File: src/rtl/uart_tx_frame_ctrl.sv
// rtl/uart_tx_frame_ctrl.sv - UART transmit frame sequencer (start, data LSB first, optional parity, stop)
//
// Purpose:
//   Accepts one parallel word per frame and serializes it onto the TX line.
//   The data word, parity enable and parity type are captured at acceptance,
//   so input changes after that point do not disturb the frame in flight.
//   Outputs are registered and reflect the state being entered on each edge,
//   so TX_OUT and Busy change on the acceptance edge itself.
//
// Configuration:
//   UART_TX_TWO_STOP_EN - when defined, the stop bit lasts two bit periods.
//
// Ports:
//   CLK        in   baud-rate clock, one bit period per cycle
//   RST        in   asynchronous reset, active-high
//   P_DATA     in   word to transmit (DATA_WIDTH bits)
//   Data_Valid in   P_DATA valid strobe, sampled only while idle
//   PAR_EN     in   1 = append parity bit
//   PAR_TYP    in   0 = even parity, 1 = odd parity
//   TX_OUT     out  serial line, idle-high, registered
//   Busy       out  frame in progress, registered

module uart_tx_frame_ctrl #(
  parameter int DATA_WIDTH = 8
) (
  input  logic                  CLK,
  input  logic                  RST,
  input  logic [DATA_WIDTH-1:0] P_DATA,
  input  logic                  Data_Valid,
  input  logic                  PAR_EN,
  input  logic                  PAR_TYP,
  output logic                  TX_OUT,
  output logic                  Busy
);

  localparam int CW = (DATA_WIDTH > 1) ? $clog2(DATA_WIDTH) : 1;
  localparam logic [CW-1:0] LAST_BIT = CW'(DATA_WIDTH - 1);

  typedef enum logic [2:0] {
    S_IDLE,
    S_START,
    S_DATA,
    S_PARITY,
    S_STOP
  } state_t;

  state_t                state_q, state_d;
  logic [CW-1:0]         cnt_q, cnt_d;
  logic [DATA_WIDTH-1:0] shift_q, shift_d;
  logic                  par_en_q, par_en_d;
  logic                  par_bit_q, par_bit_d;
  logic                  tx_q, tx_d;
  logic                  busy_q, busy_d;
`ifdef UART_TX_TWO_STOP_EN
  logic                  stop_cnt_q, stop_cnt_d;
`endif

  always_comb begin
    state_d   = state_q;
    cnt_d     = cnt_q;
    shift_d   = shift_q;
    par_en_d  = par_en_q;
    par_bit_d = par_bit_q;
    tx_d      = tx_q;
    busy_d    = busy_q;
`ifdef UART_TX_TWO_STOP_EN
    stop_cnt_d = stop_cnt_q;
`endif

    case (state_q)
      S_IDLE: begin
        tx_d   = 1'b1;
        busy_d = 1'b0;
        if (Data_Valid) begin
          shift_d   = P_DATA;
          par_en_d  = PAR_EN;
          // Final parity bit is resolved now; odd parity is the even XOR inverted.
          par_bit_d = (^P_DATA) ^ PAR_TYP;
          cnt_d     = '0;
          state_d   = S_START;
          tx_d      = 1'b0;
          busy_d    = 1'b1;
        end
      end

      S_START: begin
        // Shift register always presents the next bit to send at bit 0.
        state_d = S_DATA;
        tx_d    = shift_q[0];
        shift_d = shift_q >> 1;
        busy_d  = 1'b1;
      end

      S_DATA: begin
        busy_d = 1'b1;
        if (cnt_q == LAST_BIT) begin
          cnt_d = '0;
          if (par_en_q) begin
            state_d = S_PARITY;
            tx_d    = par_bit_q;
          end else begin
            state_d = S_STOP;
            tx_d    = 1'b1;
          end
        end else begin
          cnt_d   = cnt_q + CW'(1);
          tx_d    = shift_q[0];
          shift_d = shift_q >> 1;
        end
      end

      S_PARITY: begin
        state_d = S_STOP;
        tx_d    = 1'b1;
        busy_d  = 1'b1;
      end

      S_STOP: begin
        tx_d = 1'b1;
`ifdef UART_TX_TWO_STOP_EN
        if (!stop_cnt_q) begin
          stop_cnt_d = 1'b1;
          busy_d     = 1'b1;
        end else begin
          stop_cnt_d = 1'b0;
          state_d    = S_IDLE;
          busy_d     = 1'b0;
        end
`else
        state_d = S_IDLE;
        busy_d  = 1'b0;
`endif
      end

      default: begin
        state_d = S_IDLE;
        tx_d    = 1'b1;
        busy_d  = 1'b0;
      end
    endcase
  end

  always_ff @(posedge CLK or posedge RST) begin
    if (RST) begin
      state_q   <= S_IDLE;
      cnt_q     <= '0;
      shift_q   <= '0;
      par_en_q  <= 1'b0;
      par_bit_q <= 1'b0;
      tx_q      <= 1'b1;
      busy_q    <= 1'b0;
`ifdef UART_TX_TWO_STOP_EN
      stop_cnt_q <= 1'b0;
`endif
    end else begin
      state_q   <= state_d;
      cnt_q     <= cnt_d;
      shift_q   <= shift_d;
      par_en_q  <= par_en_d;
      par_bit_q <= par_bit_d;
      tx_q      <= tx_d;
      busy_q    <= busy_d;
`ifdef UART_TX_TWO_STOP_EN
      stop_cnt_q <= stop_cnt_d;
`endif
    end
  end

  assign TX_OUT = tx_q;
  assign Busy   = busy_q;

endmodule

File: config.mk
export PLATFORM = sky130hd
export DESIGN_NAME = uart_tx_frame_ctrl
export DESIGN_NICKNAME = d
export VERILOG_FILES = /design/src/rtl/uart_tx_frame_ctrl.sv
export SDC_FILE = /design/constraint.sdc
export NUM_CORES = 1
export LEC_CHECK = 0
export CAP_MARGIN = 10
export CORE_UTILIZATION = 47
export DETAILED_ROUTE_END_ITERATION = 10
export PLACE_DENSITY = 0.74
export SYNTH_ARGS = -nofsm -noshare
export SYNTH_HDL_FRONTEND = slang
export SYNTH_SLANG_ARGS = --single-unit
File: constraint.sdc
create_clock -name CLK -period 1.59 [get_ports CLK]
set_input_delay 0.318 -clock CLK [delete_from_list [all_inputs] [get_ports CLK]]
set_output_delay 0.318 -clock CLK [all_outputs]
set_load 0.05 [all_outputs]
---- Yosys cells after proc, flatten, opt, wreduce, memory -nomap -nowiden ----
Index checks and enable logic that the tools add are counted.
storage, ports and cells
  register bits ........................... 18
  word-level logic and storage cells ...... 41
  output and inout bits ................... 2
operators by class
  equal/unequal tests ..................... 7
  reduce and logical (&&, ||, !) cells .... 9
  mux-type cells .......................... 16
  bitwise gates (word level) .............. 1
  add/sub/neg operators ................... 1
operator list
  operator                                                               number
  8-bit one-hot mux with 3 select lines                                  1
  8-bit two-way mux                                                      2
  3-bit two-way mux                                                      5
  3-bit one-hot mux with 4 select lines                                  1
  8-bit parity                                                           1
  3-bit by 2-bit equality test with 1-bit output, second input constant  2
  2-bit != test, second input constant                                   3
  3-bit one-hot mux with 2 select lines                                  1
  2-bit AND reduction                                                    3
  1-bit two-way mux                                                      4
  3-bit by 1-bit adder with 3-bit output, second input constant          1
  3-bit by 1-bit equality test with 1-bit output, second input constant  1
  3-bit equality test, second input constant                             1
  3-bit zero test                                                        1
  1-bit one-hot mux with 3 select lines                                  1
  3-bit AND reduction                                                    1
  3-bit nonzero test                                                     1
  3-bit OR reduction                                                     1
  1-bit one-hot mux with 2 select lines                                  1
  2-bit nonzero test                                                     1
  1-bit bitwise XOR                                                      1

---- Logic depth before layout (Yosys ltp) ----
  depth after elaboration ................. 3
  gate-level depth with buffers ........... 7
  mapped depth without buffers ............ 6

---- Worst setup path after synthesis ----
OpenSTA, ideal clock, no wires.
  path type ............................... reg2reg
  from .................................... reg cnt_q[0]
  to ...................................... reg shift_q[2]
  required time ........................... 1517 ps
  setup slack ............................. -39 ps
  setup time .............................. 73 ps
  cell stages (with the launch flop) ...... 8
  arrival ................................. 1556 ps
  period minus slack after synthesis ...... 1629 ps
  cell sequence ........................... dfrtp_1 > ha_1 > ha_1 > o21a_1 > nor3_4 > buf_6 > nor2_1 > a21oi_2
on the way
  longest elaborated chain between the ends .. 3
RTL lines
  element                               RTL line  RTL
  start: declaration                    48        logic [CW-1:0] cnt_q, cnt_d;
  start signal: assignment              157       cnt_q <= cnt_d;
  3-bit equality test                   96        if (cnt_q == LAST_BIT) begin
  2-bit != test (no source line)        -
  3-bit AND reduction (no source line)  -
  end signal: assignment                158       shift_q <= shift_d;
  end: declaration                      49        logic [DATA_WIDTH-1:0] shift_q, shift_d;
Every way passes these cells.
A chain may end at the register's enable or synchronous reset.

---- Final worst setup path ----
  from .................................... reg cnt_q[0]
  to ...................................... reg shift_q[7]
Same word-level chain as after synthesis.

==> results.json <==
{
  "maxCapViolations": 0,
  "cts_resized": 0,
  "p_int_uw": 1420,
  "synthMuxAreaShare": 0.0917,
  "grt_pass1_wl_um": 2880,
  "grt-ovfl-total": 0,
  "hpwl_um": 1380,
  "regArea_um2": 452,
  "drt_iter0_drc": 11,
  "min_period_over_period": 0.948,
  "wl_um": 1810,
  "synth_top_area_frac": 0.433,
  "placed_area_um2": 1200,
  "path_max_fanout": 16,
  "htree_levels": 1,
  "die_area_um2": 2280,
  "synth_top_family_by_area": "simple AND/OR/NAND/NOR gates",
  "tritoncts": "built",
  "diodes": 0,
  "rows": 16,
  "avgSynthCellArea_um2": 11.2,
  "fmax_mhz": 663,
  "synthCells": 88,
  "drc": 0,
  "cts_num_sinks": 18,
  "syn_to_final_growth_pct": 27.4,
  "cts_hold_buf": 0,
  "switchingPower_uw": 913,
  "clk_pin_slew_worst_paths_ps": 110,
  "min_period_ps": 1510,
  "ys_types": 31,
  "peakVddDrop_mv": 0.872,
  "die_w_um": 47.7,
  "synthesis.nets": 103,
  "total_power_uw": 2330,
  "drt_pass1_iterations": 4,
  "synth_edf_count": 0,
  "synthArstFlopShare": 1.00,
  "yosysMostFrequentCell": "dfrtp_1",
  "ys_seq_area_frac": 0.460,
  "ys.flop_type": "dfrtp_1",
  "grt_usage": 0.191,
  "clockBufferDepth": 2,
  "required_ps": 1830,
  "endpoint_kind": "flop",
  "report.final.slew_viol_count": 0,
  "yosys_warnings": 0,
  "fillCellCount": 172,
  "die_h_um": 47.7,
  "ys_top_cells_by_count": "dfrtp_1, nor2_1, mux2i_1",
  "setup_viol": 0,
  "vias_per_cell": 5.08,
  "syn_area_um2": 982,
  "final_nets": 125,
  "synth-compound-area-share": 0.143,
  "final_cell_area_um2": 1250,
  "fin_util": 0.638,
  "yosysTopAreaCell": "dfrtp_1",
  "cts-root-buf": "clkbuf_4",
  "post_drt_wl_per_cell_um": 13.3,
  "synth_xor_area_frac": 0.0764,
  "io_buffers": 14,
  "cp-start-kind": "flop",
  "finalClockSkew_ps": 2.46,
  "multi_input_area_um2": 498,
  "vias": 691,
  "place.gp.congestion": 0.812,
  "clk_latency_ps": 300,
  "synthAdderAreaFrac": 0.0255,
  "antenna_found_initial": 0,
  "grt_start_max_net_pins": 17,
  "max_slew_margin": 0.726,
  "drive_gt1_frac": 0.229,
  "post_cts_buffers": 0,
  "crit_arrival_ps": 1740,
  "seqPwrFrac": 0.369,
  "hp-class": "in -> async",
  "grt_pass1_vias": 672,
  "outcome": "finished, final reports clean",
  "start_util": 0.501,
  "synth-simple-area-share": 0.153,
  "swShare": 0.392,
  "p_comb_frac": 0.506,
  "path_class": "reg -> reg",
  "cts_buffers": 3,
  "finalHoldViolCount": 0,
  "ys_ff_latch": 18,
  "p_clk_frac": 0.125,
  "tightestPinTransition_ps": 412,
  "p_leak_uw": 0.000537,
  "ant_nets": 0,
  "grt_setup_unrepaired": "false",
  "netlist_top_cells_area": "dfrtp_1, mux2i_1, nor2_1",
  "ioPinCount": 15,
  "core_um2": 1960,
  "hold_ws_ps": 208,
  "p_per_area_nw_per_um2": 1860
}
layer usage:
layer  part of all wire  vias up  track usage
met5                  0        -            0
met4              0.020        0       0.0833
met3              0.028        5       0.0340
met2               0.49       12        0.316
met1               0.46      323        0.243
li1                   -      351            -
flip-flops by register name, summed over array words and instances (netlist names):
signal / flops
shift_q: 8
cnt_q: 3
state_q: 3
Busy: 1
TX_OUT: 1
par_bit_q: 1
par_en_q: 1
power groups by stage:
| stage | Sequential, uW | Clock, uW | Combinational [uW] |
|---|---|---|---|
| after global placement | 843 | 0 | 1140 |
| final | 860 | 292 | 1180 |
| after CTS | 851 | 301 | 1180 |
| after floorplan | 872 | 0 | 833 |
| after detailed placement | 862 | 0 | 1180 |
| after global routing | 884 | 321 | 1300 |
per-stage QoR:
stage	setup TNS (ps)	setup slack, ps	cells
2_1_floorplan	0	11.6	88
3_3_place_gp	-161	-161	132
3_5_place_dp	-172	-172	132
4_1_cts	0	18.2	136
5_1_grt	0	0.801	136
6_report	0	82.0	136
worst paths after layout:
kind / from / end / slack, ps / cells past startpoint
min reg2reg: shift_q[3]$_DFFE_PP0P_ / shift_q[3]$_DFFE_PP0P_ / 530 / 2
max reg2reg: cnt_q[0]$_DFFE_PP0P_ / shift_q[7]$_DFFE_PP0P_ / 80 / 7
min: RST / shift_q[0]$_DFFE_PP0P_ / 210 / 2
min in group CLK: shift_q[3]$_DFFE_PP0P_ / shift_q[3]$_DFFE_PP0P_ / 530 / 2
max in group asynchronous: RST / cnt_q[1]$_DFFE_PP0P_ / 940 / 3
max: cnt_q[0]$_DFFE_PP0P_ / shift_q[7]$_DFFE_PP0P_ / 80 / 7
kinds of logic after synthesis:
family	Yosys count
buf+inv	9
fa+ha+maj	2
mux	9
xor+xnor	7
simple gates	23
compound gates	20
flops	18
cells in the final DEF (no fill, tap or decap), types with 2 or more instances in the layout:
cell,instances
buf_12,2
buf_4,7
xnor2_1,4
a31oi_1,2
a21oi_2,2
a32o_1,3
inv_1,5
nor2_1,10
nand2b_4,2
mux2i_1,9
dfrtp_1,17
nand2_1,2
xor2_1,2
a21oi_1,7
clkdlybuf4s50_1,12
o21ai_0,2
clkbuf_4,3
cell type report:
cell class,count,share of cell area
Timing Repair Buffer,21,0.170
Multi-Input combinational cell,61,0.398
Tap cell,27,0.0270
Clock buffer,4,0.0290
Inverter,5,0.0150
Sequential cell,18,0.361
worst max-delay path, cell delays in order, from the launching register on:
cell	delay (ps)
dfrtp_1	420
ha_2	210
ha_4	160
o21a_1	190
nor3_4	150
buf_12	160
nand3b_1	80
o21ai_1	70
(Power assumes the default switching activity.)
